File: src/rtl/mem_pkg.sv
// Shared definitions for the store path: store-type codes, byte masks, word type and FSM states.
package mem_pkg;

  localparam logic [2:0] ST_SB = 3'b000;
  localparam logic [2:0] ST_SH = 3'b001;
  localparam logic [2:0] ST_SW = 3'b010;

  localparam logic [3:0] MASK_SB = 4'b0001;
  localparam logic [3:0] MASK_SH = 4'b0011;
  localparam logic [3:0] MASK_SW = 4'b1111;

  typedef logic [31:0] mem_word_t;

  typedef enum logic [1:0] {
    IDLE  = 2'b00,
    BEAT0 = 2'b01,
    BEAT1 = 2'b10
  } msu_state_t;

  // An all-zero mask marks an invalid store type.
  function automatic logic [3:0] type_mask(input logic [2:0] st);
    case (st)
      ST_SB:   type_mask = MASK_SB;
      ST_SH:   type_mask = MASK_SH;
      ST_SW:   type_mask = MASK_SW;
      default: type_mask = 4'b0000;
    endcase
  endfunction

endpackage

File: src/rtl/store_lane_align.sv
// Shifts store data and byte strobes into a two-word (64-bit / 8-lane) window by the byte offset.
module store_lane_align
  import mem_pkg::*;
#(
  parameter int DATA_WIDTH = 32
) (
  input  logic [1:0]            i_addr_lo,
  input  logic [DATA_WIDTH-1:0] i_data,
  input  logic [2:0]            i_store_type,
  output logic [63:0]           o_lane_data,
  output logic [7:0]            o_lane_strb,
  output logic                  o_type_ok
);

  logic [3:0]  w_mask;
  logic [63:0] w_ext;

  // Lane alignment of data and strobes.
  always_comb begin
    w_mask      = type_mask(i_store_type);
    w_ext       = 64'(i_data);
    o_lane_data = w_ext << {i_addr_lo, 3'b000};
    o_lane_strb = {4'b0000, w_mask} << i_addr_lo;
    o_type_ok   = (w_mask != 4'b0000);
  end

endmodule

File: src/rtl/mem_store_unit.sv
// Byte/half/word store unit with registered memory write port; crossing stores are split into
// two beats only when MISALIGNED_SPLIT_EN is defined, otherwise they are faulted.
module mem_store_unit
  import mem_pkg::*;
#(
  parameter int DATA_WIDTH = 32,
  parameter int ADDR_WIDTH = 32,
  parameter int MEM_SIZE   = 512
) (
  input  logic                  clk,
  input  logic                  rst_n,
  input  logic                  req_valid,
  output logic                  req_ready,
  input  logic [ADDR_WIDTH-1:0] req_addr,
  input  logic [DATA_WIDTH-1:0] req_data,
  input  logic [2:0]            req_store_type,
  output logic                  mem_we,
  output logic [ADDR_WIDTH-3:0] mem_addr,
  output logic [DATA_WIDTH-1:0] mem_wdata,
  output logic [3:0]            mem_wstrb,
  output logic                  done,
  output logic                  err,
  output logic                  busy
);

  localparam int WW = ADDR_WIDTH - 2;
  localparam logic [ADDR_WIDTH-1:0] MEM_WORDS = ADDR_WIDTH'(MEM_SIZE);

  msu_state_t r_state, w_state_nxt;
  logic        r_rdy_en, r_cross, r_inb1, r_err_pend;
  logic [WW-1:0] r_word1;
  mem_word_t   r_hi_data;
  logic [3:0]  r_hi_strb;

  logic                  r_mem_we, r_done, r_err;
  logic [WW-1:0]         r_mem_addr;
  logic [DATA_WIDTH-1:0] r_mem_wdata;
  logic [3:0]            r_mem_wstrb;

  logic          w_ready, w_hs, w_ld_beat1;
  logic [63:0]   w_lane_data;
  logic [7:0]    w_lane_strb;
  logic          w_type_ok, w_cross, w_split, w_inb0, w_inb1, w_fault0;
  logic [WW-1:0] w_word0, w_word1;

  store_lane_align #(.DATA_WIDTH(DATA_WIDTH)) u_align (
    .i_addr_lo    (req_addr[1:0]),
    .i_data       (req_data),
    .i_store_type (req_store_type),
    .o_lane_data  (w_lane_data),
    .o_lane_strb  (w_lane_strb),
    .o_type_ok    (w_type_ok)
  );

  // Request classification: target words, bounds and crossing.
  always_comb begin
    w_word0  = req_addr[ADDR_WIDTH-1:2];
    w_word1  = w_word0 + WW'(1);
    w_inb0   = ({2'b00, w_word0} < MEM_WORDS);
    w_inb1   = (({2'b00, w_word0} + ADDR_WIDTH'(1)) < MEM_WORDS);
    w_cross  = |w_lane_strb[7:4];
`ifdef MISALIGNED_SPLIT_EN
    w_split  = w_cross & w_type_ok;
`else
    w_split  = 1'b0;
`endif
    w_fault0 = ~w_type_ok | (w_cross & ~w_split) | ~w_inb0;
  end

  // Ready decode; r_rdy_en keeps ready low through reset and its first edge.
  always_comb begin
    w_ready = 1'b0;
    case (r_state)
      IDLE:    w_ready = r_rdy_en;
      BEAT0:   w_ready = r_rdy_en & ~r_cross;
      BEAT1:   w_ready = r_rdy_en;
      default: w_ready = 1'b0;
    endcase
  end

  assign w_hs = req_valid & w_ready;

  // Next-state logic.
  always_comb begin
    w_state_nxt = IDLE;
    w_ld_beat1  = 1'b0;
    case (r_state)
      IDLE:  w_state_nxt = w_hs ? BEAT0 : IDLE;
      BEAT0: begin
        if (r_cross) begin
          w_state_nxt = BEAT1;
          w_ld_beat1  = 1'b1;
        end else begin
          w_state_nxt = w_hs ? BEAT0 : IDLE;
        end
      end
      BEAT1:   w_state_nxt = w_hs ? BEAT0 : IDLE;
      default: w_state_nxt = IDLE;
    endcase
  end

  // State register and captured second-beat context.
  always_ff @(posedge clk or negedge rst_n) begin
    if (!rst_n) begin
      r_state    <= IDLE;
      r_rdy_en   <= 1'b0;
      r_cross    <= 1'b0;
      r_inb1     <= 1'b0;
      r_err_pend <= 1'b0;
      r_word1    <= '0;
      r_hi_data  <= '0;
      r_hi_strb  <= 4'b0000;
    end else begin
      r_state  <= w_state_nxt;
      r_rdy_en <= 1'b1;
      if (w_hs) begin
        r_cross    <= w_split;
        r_inb1     <= w_inb1;
        r_err_pend <= ~w_inb0;
        r_word1    <= w_word1;
        r_hi_data  <= w_lane_data[63:32];
        r_hi_strb  <= w_lane_strb[7:4];
      end else if (w_ld_beat1) begin
        r_cross <= 1'b0;
      end
    end
  end

  // Registered memory port and status pulses; strobes/pulses default to zero.
  always_ff @(posedge clk or negedge rst_n) begin
    if (!rst_n) begin
      r_mem_we    <= 1'b0;
      r_mem_addr  <= '0;
      r_mem_wdata <= '0;
      r_mem_wstrb <= 4'b0000;
      r_done      <= 1'b0;
      r_err       <= 1'b0;
    end else begin
      r_mem_we    <= 1'b0;
      r_mem_wstrb <= 4'b0000;
      r_done      <= 1'b0;
      r_err       <= 1'b0;
      if (w_hs) begin
        r_mem_we    <= ~w_fault0;
        r_mem_addr  <= w_word0;
        r_mem_wdata <= DATA_WIDTH'(w_lane_data[31:0]);
        r_mem_wstrb <= w_fault0 ? 4'b0000 : w_lane_strb[3:0];
        r_done      <= ~w_split;
        r_err       <= ~w_split & w_fault0;
      end else if (w_ld_beat1) begin
        r_mem_we    <= r_inb1;
        r_mem_addr  <= r_word1;
        r_mem_wdata <= DATA_WIDTH'(r_hi_data);
        r_mem_wstrb <= r_inb1 ? r_hi_strb : 4'b0000;
        r_done      <= 1'b1;
        r_err       <= r_err_pend | ~r_inb1;
      end
    end
  end

  assign req_ready = w_ready;
  assign busy      = (r_state != IDLE);
  assign mem_we    = r_mem_we;
  assign mem_addr  = r_mem_addr;
  assign mem_wdata = r_mem_wdata;
  assign mem_wstrb = r_mem_wstrb;
  assign done      = r_done;
  assign err       = r_err;

endmodule

File: config.mk
export PLATFORM = sky130hd
export DESIGN_NAME = mem_store_unit
export DESIGN_NICKNAME = d
export VERILOG_FILES = /design/src/rtl/mem_pkg.sv /design/src/rtl/store_lane_align.sv /design/src/rtl/mem_store_unit.sv
export SDC_FILE = /design/constraint.sdc
export NUM_CORES = 1
export LEC_CHECK = 0
export CAP_MARGIN = 20
export CELL_PAD_IN_SITES_DETAIL_PLACEMENT = 2
export CELL_PAD_IN_SITES_GLOBAL_PLACEMENT = 2
export CORE_ASPECT_RATIO = 2
export CORE_MARGIN = 4
export CORE_UTILIZATION = 22
export DETAILED_ROUTE_END_ITERATION = 6
export PLACE_DENSITY_LB_ADDON = 0.1
export SLEW_MARGIN = 20
export SYNTH_ARGS = -nofsm -noshare
export SYNTH_HDL_FRONTEND = slang
export SYNTH_SLANG_ARGS = --single-unit
File: constraint.sdc
create_clock -name clk -period 1.9 [get_ports clk]
set_clock_uncertainty 0.15 [all_clocks]
set_input_delay 0.285 -clock clk [delete_from_list [all_inputs] [get_ports clk]]
set_output_delay 0.285 -clock clk [all_outputs]
set_load 0.01 [all_outputs]
# Word level (Yosys, flattened, before mapping)

Index checks and enable logic that the tools add are counted.

Register bits after elaboration: 141
Input port bits: 70
Output and inout bits: 71
Logic and storage cells: 64

Add/sub/neg operators: 2
Order comparisons: 2
Equal/unequal tests: 4
Shift operators: 2
Mux-type cells: 23
Bitwise operators: 10
Reduce and logical (&&, ||, !) cells: 7

Operators with widths:

| operator                                             | count |
|---|---|
| two-way mux 32 bit                                   | 2 |
| left shift 32 x 5 -> 64 bit                          | 1 |
| two-way mux 30 bit                                   | 2 |
| adder 30 x 1 -> 31 bit, second input constant        | 1 |
| < comparator 31 x 10 -> 1 bit, second input constant | 1 |
| adder 30 x 1 -> 30 bit, second input constant        | 1 |
| < comparator 30 x 10 -> 1 bit, second input constant | 1 |
| two-way mux 4 bit                                    | 4 |
| case mux 4 bit (3 select lines)                      | 1 |
| two-way mux 1 bit                                    | 11 |
| left shift 4 x 2 -> 8 bit                            | 1 |
| NOT 1 bit                                            | 5 |
| case mux 2 bit (2 select lines)                      | 1 |
| nonzero test 2 bit                                   | 2 |
| nonzero test 4 bit                                   | 1 |
| OR reduction 4 bit                                   | 1 |
| equality test 3 x 1 -> 1 bit, second input constant  | 1 |
| equality test 3 x 2 -> 1 bit, second input constant  | 1 |
| zero test 3 bit                                      | 1 |
| bitwise OR 1 bit                                     | 3 |
| bitwise AND 1 bit                                    | 2 |
| equality test 2 x 1 -> 1 bit, second input constant  | 1 |
| equality test 2 bit, second input constant           | 1 |
| zero test 2 bit                                      | 1 |
| 3 further kinds                                      | 3 |

# Logic depth before layout (Yosys ltp)

Gate-level depths: netlist of run 1.

Word-level depth: 8
Mapped depth: 6
Depth with buffers taken out: 4

# Modules after synthesis

A second synthesis of run 1 with hierarchy kept.

Cell total of the unflattened synthesis: 438
Area total of the unflattened synthesis: 3,570.9 µm²

By module, submodules not included:

| module           | instances | cells each | area each (µm²) | seq. area each (µm²) |
|---|---|---|---|---|
| mem_store_unit   | 1         | 299        | 2,658.8         | 1,751.7 |
| store_lane_align | 1         | 139        | 912.1           | 0.0 |

# Worst setup path after synthesis of run 1

OpenSTA, ideal clock, no wires.

Kind: input -> register
Start point: input port req_addr[0]
End point: register r_mem_wdata[17], in the netlist mem_wdata[17]
Setup time: 0.126 ns
Data arrival time: 1.460 ns
Data required time: 1.624 ns
Path slack: 0.164 ns
Stages: 5
Buffers on the path: 2
Cell sequence: buf_2 -> clkbuf_1 -> mux2_2 -> a221oi_1 -> nor2_1

Word-level cells in the longest chain between the ends: 2

Ends and longest elaborated chain:

| item                        | RTL line               | source |
|---|---|---|
| from (decl)                 | mem_store_unit.sv:14   | `input logic [ADDR_WIDTH-1:0] req_addr,` |
| left shift 32 x 5 -> 64 bit | store_lane_align.sv:22 | `o_lane_data = w_ext << {i_addr_lo, 3'b000};` |
| two-way mux 32 bit          | mem_store_unit.sv:143  | `if (w_hs) begin` |
| to (signal assigned)        | mem_store_unit.sv:146  | `r_mem_wdata <= DATA_WIDTH'(w_lane_data[31:0]);` |
| to (signal assigned)        | mem_store_unit.sv:153  | `r_mem_wdata <= DATA_WIDTH'(r_hi_data);` |
| to (decl)                   | mem_store_unit.sv:37   | `logic [DATA_WIDTH-1:0] r_mem_wdata;` |

Every way passes these cells.
A chain may end at the register's enable or synchronous reset.

# Worst setup path after layout of run 1

Start point: input port req_addr[0]
End point: register r_mem_wdata[20], in the netlist mem_wdata[20]

The elaborated chain is that of the path after synthesis.

==> summary.md, run 1 <==
| Metric | Value |
|---|---|
| Worst hold margin | `roughly 0.072 ns` |
| Hold_sp | `req_addr[22]` |
| Top post-synthesis cells by count | `97 x nand2_1, 70 x dfrtp_1, 30 x nor2_1, 24 x clkbuf_1` |
| Met1 Use GR | `0.162` |
| CORE AREA | `about 14000 um2` |
| Leak Pwr | `about 2.4 nW` |
| I/O pin cnt | `approximately 140` |
| Mapped Cells | `319` |
| First-pass GRT wire length | `19600 um` |
| CTS tree | `done` |
| Syn avg cell area | `about 9.6 um2` |
| Vias in the first global route | `3347` |
| Routed WL | `approximately 12000 um` |
| Final worst path period share | `0.961` |
| DIE AREA | `around 16000 um2` |
| Post-synthesis cell type with the largest combined area | `dfrtp_1` |
| Routed vias/inst | `about 4.6` |
| Critical path arrival | `1.90 ns` |
| Synth async-reset ratio | `1.00` |
| Slew Viols, Final | `0` |
| Clk buf depth | `2` |
| Number of CTS-inserted buffers | `9` |
| Die H | `about 170 um` |
| Netlist cell types | `24` |
| Most used DFF post-synth | `dfrtp_1` |
| Seq/Total Area, Yosys | `0.574` |
| Hold EP | `mem_addr[20]$_DFFE_PN0P_` |
| Worst reg2reg startpoint | `r_rdy_en$_DFF_PN0_` |
| Area Overhead vs Synth | `72.0%` |
| Number of remaining DRC errors | `0` |
| Routed Antenna Nets | `0` |
| Power Density | `roughly 850 nW/um2` |
| Max cap viols | `0` |
| Met2 global-route usage | `0.318` |
| Reg-to-Reg End | `mem_addr[11]$_DFFE_PN0P_` |
| Root Driver | `clkbuf_16` |
| H-tree Lvls | `3` |
| Type of the worst min-delay path | `input port to register` |
| Setup TNS | `0 ns` |
| Worst Path Class, Setup | `input port to register` |
| Status | `complete, no violations` |
| Register bit count reported by yosys | `70` |
| Final Hold Vio Count | `0` |
| GR peak layer | `met2` |
| Total GRT Usage | `0.162` |
| Die W | `91.3 um` |
| N_diodes | `0` |
| Post-DP HPWL | `about 9600 um` |
| Final setup fails | `0` |
| # clock sinks | `70` |
| Overflow after GRT | `0` |
| Reg2reg setup slack | `0.46 ns` |
| Mapped Nets | `slightly below 400` |
| Cell Area, Synth | `3050 um2` |
| F_max | `around 0.55 GHz` |
| Skew-Pair Late Insertion Delay | `approximately 0.33 ns` |
| DRT iter0 DRCs | `between 50 and 60` |
| Required time of the critical path | `between 1.5 and 2 ns` |
| Met3 Use GR | `0.0351` |
| YS warnings | `0` |
| Min-Delay Path Depth | `3` |
| Routability cong. | `around 0.79` |
| Row count | `60` |
| Number of synthesized flops with an enable pin | `0` |
| Routed vias | `approximately 3000` |
| Nets | `roughly 550` |
| Peak supply drop | `around 0.40 mV` |
| CTS clk-pin slew, worst paths | `0.06 ns` |
| Port Buffer Count | `140` |
| R2r worst-path depth | `4` |
| Post-synth top area share | `0.574` |
| Initial Util | `0.226` |
| Share of layout cells above drive strength 1 | `0.160` |
| CP endpoint kind | `register` |
| Initial DRT Pass Iterations | `4` |
| Wire per inst | `just under 20 um` |
| Min cycle time layout | `approximately 1.8 ns` |
| Largest net degree at the start of global routing | `46` |
| Top-count cell post-synth | `nand2_1` |
| RSZ-0062 raised after global routing | `false` |
| Max FO, Critical Path | `15` |
| Top post-synthesis cells by area | `dfrtp_1 57%, nand2_1 12%, mux2_2 5.5%` |
| Antenna violations before repair | `0` |
| Crit path launch type | `input port` |
worst max-delay path, stage by stage:
cell and delay [ns]:
clkdlybuf4s50_1 0.50, buf_12 0.16, mux2_2 0.36, a221oi_1 0.39
buf_4 0.17, nor2_1 0.03
cell families after synthesis:
group	count (synthesis)	share of synthesized area
buf+inv	35	0.0451
mux	24	0.0849
compound gates	47	0.110
simple gates	142	0.185
other cells	1	0.00123
flops	70	0.574
cell type report:
| type | count | area [um2] |
|---|---|---|
| clock inverter | 6 | 62.6 |
| clock buffer | 10 | 229 |
| tap | 155 | 194 |
| multi-input combinational | 214 | 1250 |
| sequential | 70 | 1750 |
| inverter | 4 | 15.0 |
| timing repair buffer | 176 | 1740 |
| fill | 1493 | 8270 |
metal layers:
layer | vias to the layer above | wire length (um)
li1 | 1367 | -
met1 | 1472 | 4320
met2 | 100 | 7210
met3 | 11 | 632
met4 | 0 | 168
met5 | - | 0
state kept, by name, indices dropped and copies added, names as in the netlist:
register / count
r_state: 1
r_rdy_en: 1
mem_we: 1
mem_wdata: 32
err: 1
mem_wstrb: 4
mem_addr: 30
cells in the final DEF, fill, tap and decap left out, types with 2 or more instances in the layout:
master,Yosys,final
clkdlybuf4s50_1,0,130
nand2_1,97,96
dfrtp_1,70,70
buf_4,1,32
nor2_1,30,29
mux2_2,15,15
a22o_1,15,15
o21ai_0,11,11
mux2i_1,9,9
clkbuf_16,0,9
dlymetal6s2s_1,0,9
a21oi_1,8,8
a221oi_1,8,7
inv_1,4,4
buf_12,0,4
nor4_2,0,3
nor4_4,0,3
nor3_1,4,3
clkinvlp_4,0,3
a21o_1,2,2
and2_1,2,2
clkinv_2,0,2
where the power goes:
part / switching (W) / internal [W]
logic: 0.000448 / 0.000579
clock network: 0.000661 / 0.00101
registers: 0.0000911 / 0.00166
total: 0.00120 / 0.00325
what timing repair did:
action / in CTS / in global routing
setup buffers: 0 / 0
setup endpoints to repair: 7 / 7
hold buffers: 1 / 0
resized for setup: 11 / 11
hold endpoints to repair: 25 / 0
cloned: 0 / 0
pin swaps: 0 / 5
how the worst max path moves through the flow:
stage                            start                        end  depth (start not counted)
after floorplan            req_addr[0]  mem_wdata[17]$_DFFE_PN0P_                          5
after global placement    req_addr[11]     mem_wstrb[0]$_DFF_PN0_                          6
after detailed placement  req_addr[18]     mem_wstrb[0]$_DFF_PN0_                          6
after CTS                 req_addr[19]     mem_wstrb[1]$_DFF_PN0_                          6
after global routing      req_addr[31]           mem_we$_DFF_PN0_                          7
final                      req_addr[0]  mem_wdata[20]$_DFFE_PN0P_                          6
stage by stage:
step,std cells,power [W],instance area (um2),worst slack (ns),util
after floorplan,319,0.00211,3050,0.164,-
after global placement,618,0.00280,4840,-0.562,0.358
after detailed placement,618,0.00282,4840,-0.619,0.358
after CTS,635,0.00455,5210,0.00324,0.386
after global routing,635,0.00471,5250,0.0134,0.388
final,635,0.00445,5250,0.0749,0.388
(Power assumes the default switching activity.)
==> run 2, diff against run 1 <==
- HOLD_SLACK_MARGIN: unset -> 0.06
==> results of run 2 <==
Final layout, timing and power as in run 1 (identical DEF).
==> run 3, diff against run 2 <==
- CAP_MARGIN: 20 -> unset
==> results of run 3 <==
Final layout, timing and power as in run 1 (identical DEF).
